==> src/rtl/prescaled_counter.sv <==
// Up/down counter stepped once every DIV clocks by an internal prescaler.
// Counts in plain binary or as packed BCD digits, with load, clear and wrap flag.
module prescaled_counter #(
    parameter int unsigned DIV   = 50000000,
    parameter int unsigned DIV_W = 26,
    parameter int unsigned WIDTH = 16,
    parameter int unsigned BCD   = 0
) (
    input  logic             CLK,
    input  logic             CLR_N,
    input  logic             SCLR,
    input  logic             EN,
    input  logic             UP,
    input  logic             LOAD,
    input  logic [WIDTH-1:0] D,
    output logic [WIDTH-1:0] Q,
    output logic             TICK,
    output logic             WRAP
);

    localparam int unsigned NDIG  = WIDTH / 4;
    localparam logic [DIV_W-1:0] P_LAST = DIV_W'(DIV - 1);

    logic [DIV_W-1:0] p;
    logic             step_c;
    logic [WIDTH-1:0] next_q_c;
    logic             wrap_c;
    logic [WIDTH-1:0] load_val_c;
    logic             carry;
    logic [3:0]       dig;

    assign step_c = EN && (p == P_LAST);

    // Next count value and wrap detection for the current direction
    always_comb begin
        next_q_c = Q;
        wrap_c   = 1'b0;
        carry    = 1'b1;
        dig      = 4'd0;
        if (BCD != 0) begin
            // Digit-serial ripple: each digit only moves while a carry/borrow is pending
            for (int i = 0; i < NDIG; i++) begin
                dig = Q[4*i +: 4];
                if (carry) begin
                    if (UP) begin
                        if (dig >= 4'd9) begin
                            next_q_c[4*i +: 4] = 4'd0;
                        end else begin
                            next_q_c[4*i +: 4] = dig + 4'd1;
                            carry = 1'b0;
                        end
                    end else begin
                        if (dig == 4'd0) begin
                            next_q_c[4*i +: 4] = 4'd9;
                        end else begin
                            next_q_c[4*i +: 4] = dig - 4'd1;
                            carry = 1'b0;
                        end
                    end
                end
            end
            wrap_c = carry;
        end else begin
            next_q_c = UP ? (Q + WIDTH'(1)) : (Q - WIDTH'(1));
            wrap_c   = UP ? (&Q) : (Q == '0);
        end
    end

    // Load value, with out-of-range BCD digits saturated to 9
    always_comb begin
        load_val_c = D;
        if (BCD != 0) begin
            for (int i = 0; i < NDIG; i++) begin
                if (D[4*i +: 4] > 4'd9) begin
                    load_val_c[4*i +: 4] = 4'd9;
                end
            end
        end
    end

    always_ff @(posedge CLK or negedge CLR_N) begin
        if (!CLR_N) begin
            p    <= '0;
            Q    <= '0;
            TICK <= 1'b0;
            WRAP <= 1'b0;
        end else if (SCLR) begin
            p    <= '0;
            Q    <= '0;
            TICK <= 1'b0;
            WRAP <= 1'b0;
        end else if (LOAD) begin
            p    <= '0;
            Q    <= load_val_c;
            TICK <= 1'b0;
            WRAP <= 1'b0;
        end else if (step_c) begin
            p    <= '0;
            Q    <= next_q_c;
            TICK <= 1'b1;
            WRAP <= wrap_c;
        end else begin
            TICK <= 1'b0;
            WRAP <= 1'b0;
            if (EN) begin
                p <= p + DIV_W'(1);
            end
        end
    end

endmodule

==> config.mk <==
export PLATFORM = sky130hd
export DESIGN_NAME = prescaled_counter
export DESIGN_NICKNAME = d
export VERILOG_FILES = /design/src/rtl/prescaled_counter.sv
export SDC_FILE = /design/constraint.sdc
export NUM_CORES = 1
export LEC_CHECK = 0
export CAP_MARGIN = 30
export CORE_AREA = 2 2 91 93
export DETAILED_ROUTE_END_ITERATION = 7
export DIE_AREA = 0 0 93 95
export SLEW_MARGIN = 25
export SYNTH_ARGS = -nofsm -noshare
export SYNTH_HDL_FRONTEND = slang
export SYNTH_SLANG_ARGS = --single-unit
==> constraint.sdc <==
create_clock -name CLK -period 3.8 [get_ports CLK]
set_input_delay 0.38 -clock CLK [delete_from_list [all_inputs] [get_ports CLK]]
set_output_delay 0.38 -clock CLK [all_outputs]
set_load 0.1 [all_outputs]
Word-level counts from Yosys, hierarchy flattened
Cells that the tools add are included.
{"block": "word_totals", "register_bits": 44, "inputBits": 22, "out_inout_bits": 18}
{"block": "classes", "addsub": 3, "n_eq_ne": 1, "n_mux": 15, "n_reduce_logical": 5}
{"op": "$mux 26", "n": 4}
{"op": "$mux 16", "n": 4}
{"op": "$add 26x1->26 const B", "n": 1}
{"op": "$eq 26x26->1 const B", "n": 1}
{"op": "$add 16x1->16 const B", "n": 1}
{"op": "$logic_not 16->1", "n": 1}
{"op": "$reduce_and 16->1", "n": 1}
{"op": "$sub 16x1->16 const B", "n": 1}
{"op": "$mux 1", "n": 7}
{"op": "$reduce_bool 4->1", "n": 1}
{"op": "$reduce_bool 3->1", "n": 1}
{"op": "$logic_and 1x1->1", "n": 1}

Longest topological paths before layout
Gate-level depths: netlist (run 1).
{"block": "depth", "word_depth": 5, "mapped_depth": 9, "ltp_nobuf": 8}

Worst setup path after synthesis (run 1)
Ideal clock, no wire load.
{"block": "synth_path", "path_kind": "reg2reg", "startpoint": "reg Q[0]", "endpoint": "reg Q[12]", "setup_ns": 0.126, "t_arrival_ns": 2.699, "required_ns": 3.674, "path_slack_ns": 0.975, "stages_incl_launch_ff": 9, "n_path_buf": 0, "path_cell_list": "dfrtp_1 -> inv_1 -> fa_1 -> nand2b_1 -> a21oi_1 -> o211ai_1 -> a21oi_1 -> mux2i_1 -> o311a_1"}
{"block": "synth_between", "elab_chain_cells": 5}
{"item": "start: declaration", "line_no": "16", "rtl": "output logic [WIDTH-1:0] Q,"}
{"item": "start signal: assignment", "line_no": "94", "rtl": "Q <= load_val_c;"}
{"item": "start signal: assignment", "line_no": "99", "rtl": "Q <= next_q_c;"}
{"item": "$sub 16x1->16 / $add 16x1->16 (equally long branches)", "line_no": "64", "rtl": "next_q_c = UP ? (Q + WIDTH'(1)) : (Q - WIDTH'(1));"}
{"item": "$mux 16 (*)", "line_no": "64"}
{"item": "$mux 16 (*)", "line_no": "97", "rtl": "end else if (step_c) begin"}
{"item": "$mux 16 (*)", "line_no": "92", "rtl": "end else if (LOAD) begin"}
{"item": "$mux 16 (*)", "line_no": "87", "rtl": "end else if (SCLR) begin"}
Every way passes the cells marked *; elsewhere a longest branch is shown, timed or not. The select of a mux whose other input is x is not followed.
A chain may end at the register's enable or synchronous reset.

Worst setup path after layout (run 1)
{"block": "layout_path", "startpoint": "in UP", "endpoint": "reg Q[15]"}
{"block": "layout_between", "elab_chain_cells": 4}
{"item": "start: declaration", "line_no": "13", "rtl": "input logic UP,"}
{"item": "$mux 16", "line_no": "64"}
{"item": "$mux 16", "line_no": "97"}
{"item": "$mux 16", "line_no": "92"}
{"item": "$mux 16", "line_no": "87"}
Every way passes these cells. The select of a mux whose other input is x is not followed.

==> run metrics, run 1 <==
status finished, final reports clean; vias in the first global route 2601; most common flop cell mapped by yosys dfrtp_1; relative slew slack 0.348; hold_ws 0.0907 ns; max cap viols 0; R2R Path End Q[6]; Final nets 421; Die Ht 95 um; kind of critical path input port to flip-flop; Rows 33; Tot GR Track Use 0.190; DP HPWL 5900 um; TritonCTS clock tree yes; Final Hold Viols 0; Arrival @ worst endpoint 3.09 ns; clock share of power 0.331; syn avg cell area 8.75 sq um; max-slew violation count 0; final wirelength 8070 um; leakage power 1.52 nW; CP cell instances clkdlybuf4s50_1 > inv_1 > ha_1 > a21oi_1 > o21ai_0 > o21ai_0 > o211ai_1 > mux2i_1 > nand2_1; Crit path top cell by count o21ai_0; Tcrit/Tclk final 0.760; sequential-to-total area share from yosys stat 0.363; slowest CP cell clkdlybuf4s50_1; WL/cell 16.5 um; count leader, synth nor2_1; FF+latch count, synth 44; area of the die 8840 sq um; CP endpoint Q[15]; synth-to-layout area growth 20.1%; CTS buffer count 5; IR drop worst, VDD 0.183 mV; FF-to-FF Start Q[1]; die width 93 um; Post-Syn Area 3040 sq um; Root Buffer Master clkbuf_8; reg2reg path depth 8; IO Pins 40; sw frac 0.333; ANT cells 0; Distinct cells, synth 53; setup TNS 0 ns; initial antenna violation count 0; Combinational Power Share 0.253; flop2flop setup slack 1.43 ns; Routed Antenna Nets 0; Sink Count 44; H-Tree Depth 2; Async SR Flop Fraction 1.00; Layout Skew 0.00836 ns; Max Fclk 346 MHz; Post-Synthesis Cells 347; Largest stage delay, worst path 0.64 ns; Initial Utilization 0.383; first-pass GRT wire length 13100 um; Hold Path Class input port to asynchronous set/reset pin; post-CTS setup buffer count 0; pwr dens 328 nW/um^2; GP Congestion 0.927; CP Launch Type input port; largest fanout on the critical path 14; area leader, netlist dfrtp_1; port buffer count 39; share of cells above drive strength 1 0.0469; slew of the pin with the lowest slew margin 0.975 ns; Post-synth top cells 46 x nor2_1, 44 x dfrtp_1, 25 x nand2_1; DRC 0; Reg clk slew, reported paths 0.10 ns; via count 2736; Area contributors post-synth dfrtp_1 36%, ha_1 6.2%, xor2_1 5.8%; CTS max path bufs 2; CTS Hold Buffers Added 0; final setup vio count 0; Worst-Skew Late Latency 0.31 ns; total gr overflow 0; DRT iter0 DRCs 144; P_sw 0.399 mW; Syn Nets 385; pin count of the biggest net entering global routing 29; core footprint 7930 sq um; RSZ-0062 raised after global routing no; internal power 0.799 mW; Tmin final 2.89 ns; vias per cell 5.60; Seq pwr share 0.416; CP endpoint kind flip-flop; cts repair resizes 0; share of the synthesized area in the top cell type 0.363; Worst Path Required 4.00 ns; Critical Path Start UP; DRT Pass-1 Iters 5; Yosys warning total 0; Post-synth EDFFs 0
layout by cell type (no fill, tap or decap), drive strengths merged, types with 3 or more instances in the layout:
cell / n
a211oi: 6
a21o: 6
a21oi: 21
a32oi: 3
and2: 4
and3: 3
and4: 3
buf: 5
clkbuf: 6
clkdlybuf4s50: 38
dfrtp: 44
ha: 15
inv: 10
mux2i: 5
nand2: 25
nand2b: 6
nand3: 15
nand4: 12
nor2: 46
nor3: 11
nor4: 7
o211a: 5
o211ai: 8
o21ai: 16
xnor2: 15
xor2: 20
logic make-up after synthesis:
logic type                 synth area share
AOI/OAI and AO/OA                     0.171
xor gates and xnor gates              0.101
muxes                                0.0165
DFF                                   0.363
buffers and inverters                0.0391
and+or+nand+nor                       0.242
adders and majority gates            0.0684
power by group through the flow:
stage | clock, mW | sequential, mW | combinational, mW
global placement | 0 | 0.507 | 0.297
global route | 0.424 | 0.500 | 0.326
CTS | 0.407 | 0.498 | 0.304
detailed placement | 0 | 0.508 | 0.301
finish | 0.396 | 0.498 | 0.303
floorplan | 0 | 0.578 | 0.133
sequential cells by signal, summed over array words and instances, names as in the netlist:
name and count:
Q 16, TICK 1, WRAP 1, p 26
critical path: cells and delay by family:
kind | cells | cell delay [ns]
buffers and inverters | 2 | 0.96
AOI/OAI and AO/OA | 4 | 0.95
adders and majority gates | 1 | 0.51
muxes | 1 | 0.22
and+or+nand+nor | 1 | 0.06
layer usage:
layer	vias to the layer above	routed length (um)	share of wire	track usage
li1	1332	-	-	-
met1	1325	3680	0.46	0.248
met2	65	3900	0.48	0.313
met3	14	311	0.039	0.0295
met4	0	185	0.023	0.0809
met5	-	0	0	0
worst min path at each step:
| stage | startpoint | endpoint | slack [ns] |
|---|---|---|---|
| after floorplan | CLR_N | Q[0] | 0.08 |
| after global placement | p[25] | p[25] | 0.53 |
| after detailed placement | CLR_N | p[23] | 0.45 |
| after CTS | CLR_N | p[23] | 0.11 |
| after global routing | CLR_N | p[22] | 0.14 |
| final | CLR_N | p[23] | 0.09 |
cell type report:
cell class                 count  area [sq um]
inverter                      11          41.3
timing repair buffer          43           435
clock inverter                 2          38.8
clock buffer                   6          82.6
sequential                    44          1100
multi-input combinational    278          1820
fill                         767          4280
tap                          105           131
through the flow:
stage                      util  power [mW]  std cells  instance area (sq um)  setup WS, ns
final                     0.460        1.20        489                   3650         0.911
after global routing      0.460        1.25        489                   3650         0.785
after CTS                 0.460        1.21        489                   3650         0.989
after detailed placement  0.445       0.809        481                   3530         0.718
after global placement    0.441       0.805        480                   3500         0.793
after floorplan               -       0.710        347                   3040         0.975
Power figures use the tool's default switching activity.
==> run 2, diff against run 1 <==
==> constraint.sdc (replaced) <==
create_clock -name CLK -period 2.4 [get_ports CLK]
set_input_delay 0.24 -clock CLK [delete_from_list [all_inputs] [get_ports CLK]]
set_output_delay 0.24 -clock CLK [all_outputs]
set_load 0.1 [all_outputs]
==> run 2 against run 1 <==
Register-to-register slack worse by 1.3 ns. Clock skew is 0.0036 ns lower. Count of clock-buffer cells in the layout is 2 higher. First-iteration DRC count is 19% lower. Combinational power is 87% higher. Sequential share of layout area is 2.2 points lower. Cell count is 9.6% higher. Non-clock buffer count is 47 higher. Setup slack worse by 0.81 ns. Largest cell class unchanged.
==> run metrics, run 2 (same netlist as run 1, synthesis figures left out) <==
Cells after DPL 528 (was 481); register area 1120 sq um (was 1100 sq um); TritonCTS clock tree yes (unchanged); relative slew slack 0.621 (was 0.348); flop2flop setup slack 0.16 ns (was 1.43 ns); max-slew violation count 0 (unchanged); largest fanout on the critical path 8 (was 14); Tot GR Track Use 0.198 (was 0.190); vias in the first global route 2833 (was 2601); RSZ-0062 raised after global routing no (unchanged); synth-to-layout area growth 31.4% (was 20.1%); vias per cell 5.43 (was 5.60); CP endpoint Q[15] (unchanged); post-CTS setup buffer count 0 (unchanged); final wirelength 8400 um (was 8070 um); Post-Layout Cell Count 536 (was 489); core footprint 7930 sq um (unchanged); Arrival @ worst endpoint 2.49 ns (was 3.09 ns); kind of critical path input port to flip-flop (unchanged); final setup vio count 0 (unchanged); CP Launch Type input port (unchanged); Tmin final 2.30 ns; area of the multi-input gates 1860 sq um (was 1820 sq um); CP cell instances clkdlybuf4s50_1 > inv_2 > buf_4 > ha_1 > a211oi_1 > o21ai_0 > a211o_1 > o211ai_1 > mux2i_1 > nand2_1 (was clkdlybuf4s50_1 > inv_1 > ha_1 > a21oi_1 > o21ai_0 > o21ai_0 > o211ai_1 > mux2i_1 > nand2_1); slowest CP cell clkdlybuf4s50_1 (unchanged); Tot Pwr 1.84 mW (was 1.20 mW); top cell family by delay on the critical path compound AO/OA/AOI/OAI gates (was buffers and inverters); Reg with most FFs p (unchanged); DRC 0 (unchanged); CP Buf/Inv Count 3 (was 2); Reg clk slew, reported paths 0.08 ns (was 0.10 ns); P_sw 0.611 mW (was 0.399 mW); area of the die 8840 sq um (unchanged); max cap viols 0 (unchanged); Rows 33 (unchanged); DP HPWL 6480 um (was 5900 um); Routed Antenna Nets 0 (unchanged); sw frac 0.333 (about the same); CTS buffer count 5 (unchanged); WL/cell 15.7 um (was 16.5 um); Worst Path Required 2.59 ns (was 4.00 ns); clock share of power 0.260 (was 0.331); Die Ht 95 um (unchanged); leakage power 1.74 nW (was 1.52 nW); die width 93 um (unchanged); Combinational Power Share 0.309 (was 0.253); hold_ws 0.0146 ns (was 0.0907 ns); DRT iter0 DRCs 116 (was 144); IR drop worst, VDD 0.420 mV (was 0.183 mV); commonest non-fill, non-tap cell in the layout buf_4 (was nor2_1); slew of the pin with the lowest slew margin 0.568 ns (was 0.975 ns); Critical Path Start UP (unchanged); initial antenna violation count 0 (unchanged); Seq pwr share 0.431 (was 0.416); CTS max path bufs 2 (unchanged); IO Pins 40 (unchanged); FF-to-FF Start Q[0] (was Q[1]); Layout Skew 0.00475 ns (was 0.00836 ns); Largest register FFs 26 (unchanged); Initial Utilization 0.383 (unchanged); Largest regs p: 26 flops, Q: 16 flops (unchanged); share of cells above drive strength 1 0.232 (was 0.0469); GP Congestion 0.868 (was 0.927); Hold Path Class input port to asynchronous set/reset pin (unchanged); H-Tree Depth 2 (unchanged); Final nets 468 (was 421); reg2reg path depth 8 (unchanged); most frequent cells in the layout 67 x buf_4, 46 x nor2_1, 32 x dfrtp_1 (was 46 x nor2_1, 44 x dfrtp_1, 38 x clkdlybuf4s50_1); fill cell count 778 (was 767); Final Hold Viols 0 (unchanged); first-pass GRT wire length 13800 um (was 13100 um); pin count of the biggest net entering global routing 45 (was 29); port buffer count 39 (unchanged); CP endpoint kind flip-flop (unchanged); Tcrit/Tclk final 0.960; R2R Path End Q[12] (was Q[6]); Root Buffer Master clkbuf_8 (unchanged); setup TNS 0 ns (unchanged); Sink Count 44 (unchanged); DRT Pass-1 Iters 4 (was 5); pwr dens 460 nW/um^2 (was 328 nW/um^2); ANT cells 0 (unchanged); via count 2910 (was 2736); internal power 1.22 mW (was 0.799 mW); Worst-Skew Late Latency 0.29 ns (was 0.31 ns); status finished, final reports clean (unchanged); total gr overflow 0 (unchanged); Crit. path cell count 10 (was 9); Max Fclk 434 MHz; Largest stage delay, worst path 0.49 ns (was 0.64 ns)
[run 2: cell count changes in the layout (fill, tap and decap cells not counted), moves of 2 or more]
cell / previous run / this run
buf_12: 0 / 2
buf_4: 3 / 67
clkbuf_1: 0 / 2
clkdlybuf4s50_1: 38 / 20
dfrtp_1: 44 / 32
dfrtp_2: 0 / 11
ha_1: 15 / 12
ha_4: 0 / 2
[run 2: per-stage QoR]
stage,area [sq um],utilization,worst slack [ns]
floorplan,3050,-,-0.0145
global placement,3860,0.486,-0.238
detailed placement,3860,0.486,-0.243
CTS,3950,0.498,0.0605
global route,3990,0.503,0.0255
finish,3990,0.503,0.0967
[run 2: worst min path at each step]
stage	start	endpoint	slack, ns	depth (start not counted)
floorplan	CLR_N	Q[10]	-0.06	0
global placement	CLR_N	p[12]	0.36	2
detailed placement	CLR_N	p[12]	0.36	2
CTS	CLR_N	p[12]	0.04	2
global route	CLR_N	p[8]	0.06	2
finish	CLR_N	p[12]	0.01	2
[run 2: what timing repair did]
action / CTS / global route
gates resized for setup: 0 / 8
endpoints found under the setup margin: 0 / 3
hold buffers: 0 / 0
[run 2: metal layers]
metal / up-vias / track usage / part of all wire
met5: - / 0 / 0
met3: 11 / 0.0311 / 0.037
met4: 0 / 0.0625 / 0.015
met2: 56 / 0.333 / 0.49
met1: 1423 / 0.263 / 0.46
li1: 1420 / - / -
[run 2: area by class of cell]
cell class | count | area share
clock buffer | 8 | 0.0226
multi-input combinational | 278 | 0.466
sequential | 44 | 0.280
inverter | 11 | 0.0103
timing repair buffer | 90 | 0.188
tap | 105 | 0.0329
[run 2: power by group through the flow]
| stage | Combinational (mW) | Sequential, mW | Clock (mW) |
|---|---|---|---|
| 2_1_floorplan | 0.210 | 0.918 | 0 |
| 3_3_place_gp | 0.551 | 0.803 | 0 |
| 3_5_place_dp | 0.553 | 0.804 | 0 |
| 4_1_cts | 0.556 | 0.789 | 0.489 |
| 5_1_grt | 0.610 | 0.793 | 0.521 |
| 6_report | 0.567 | 0.791 | 0.477 |
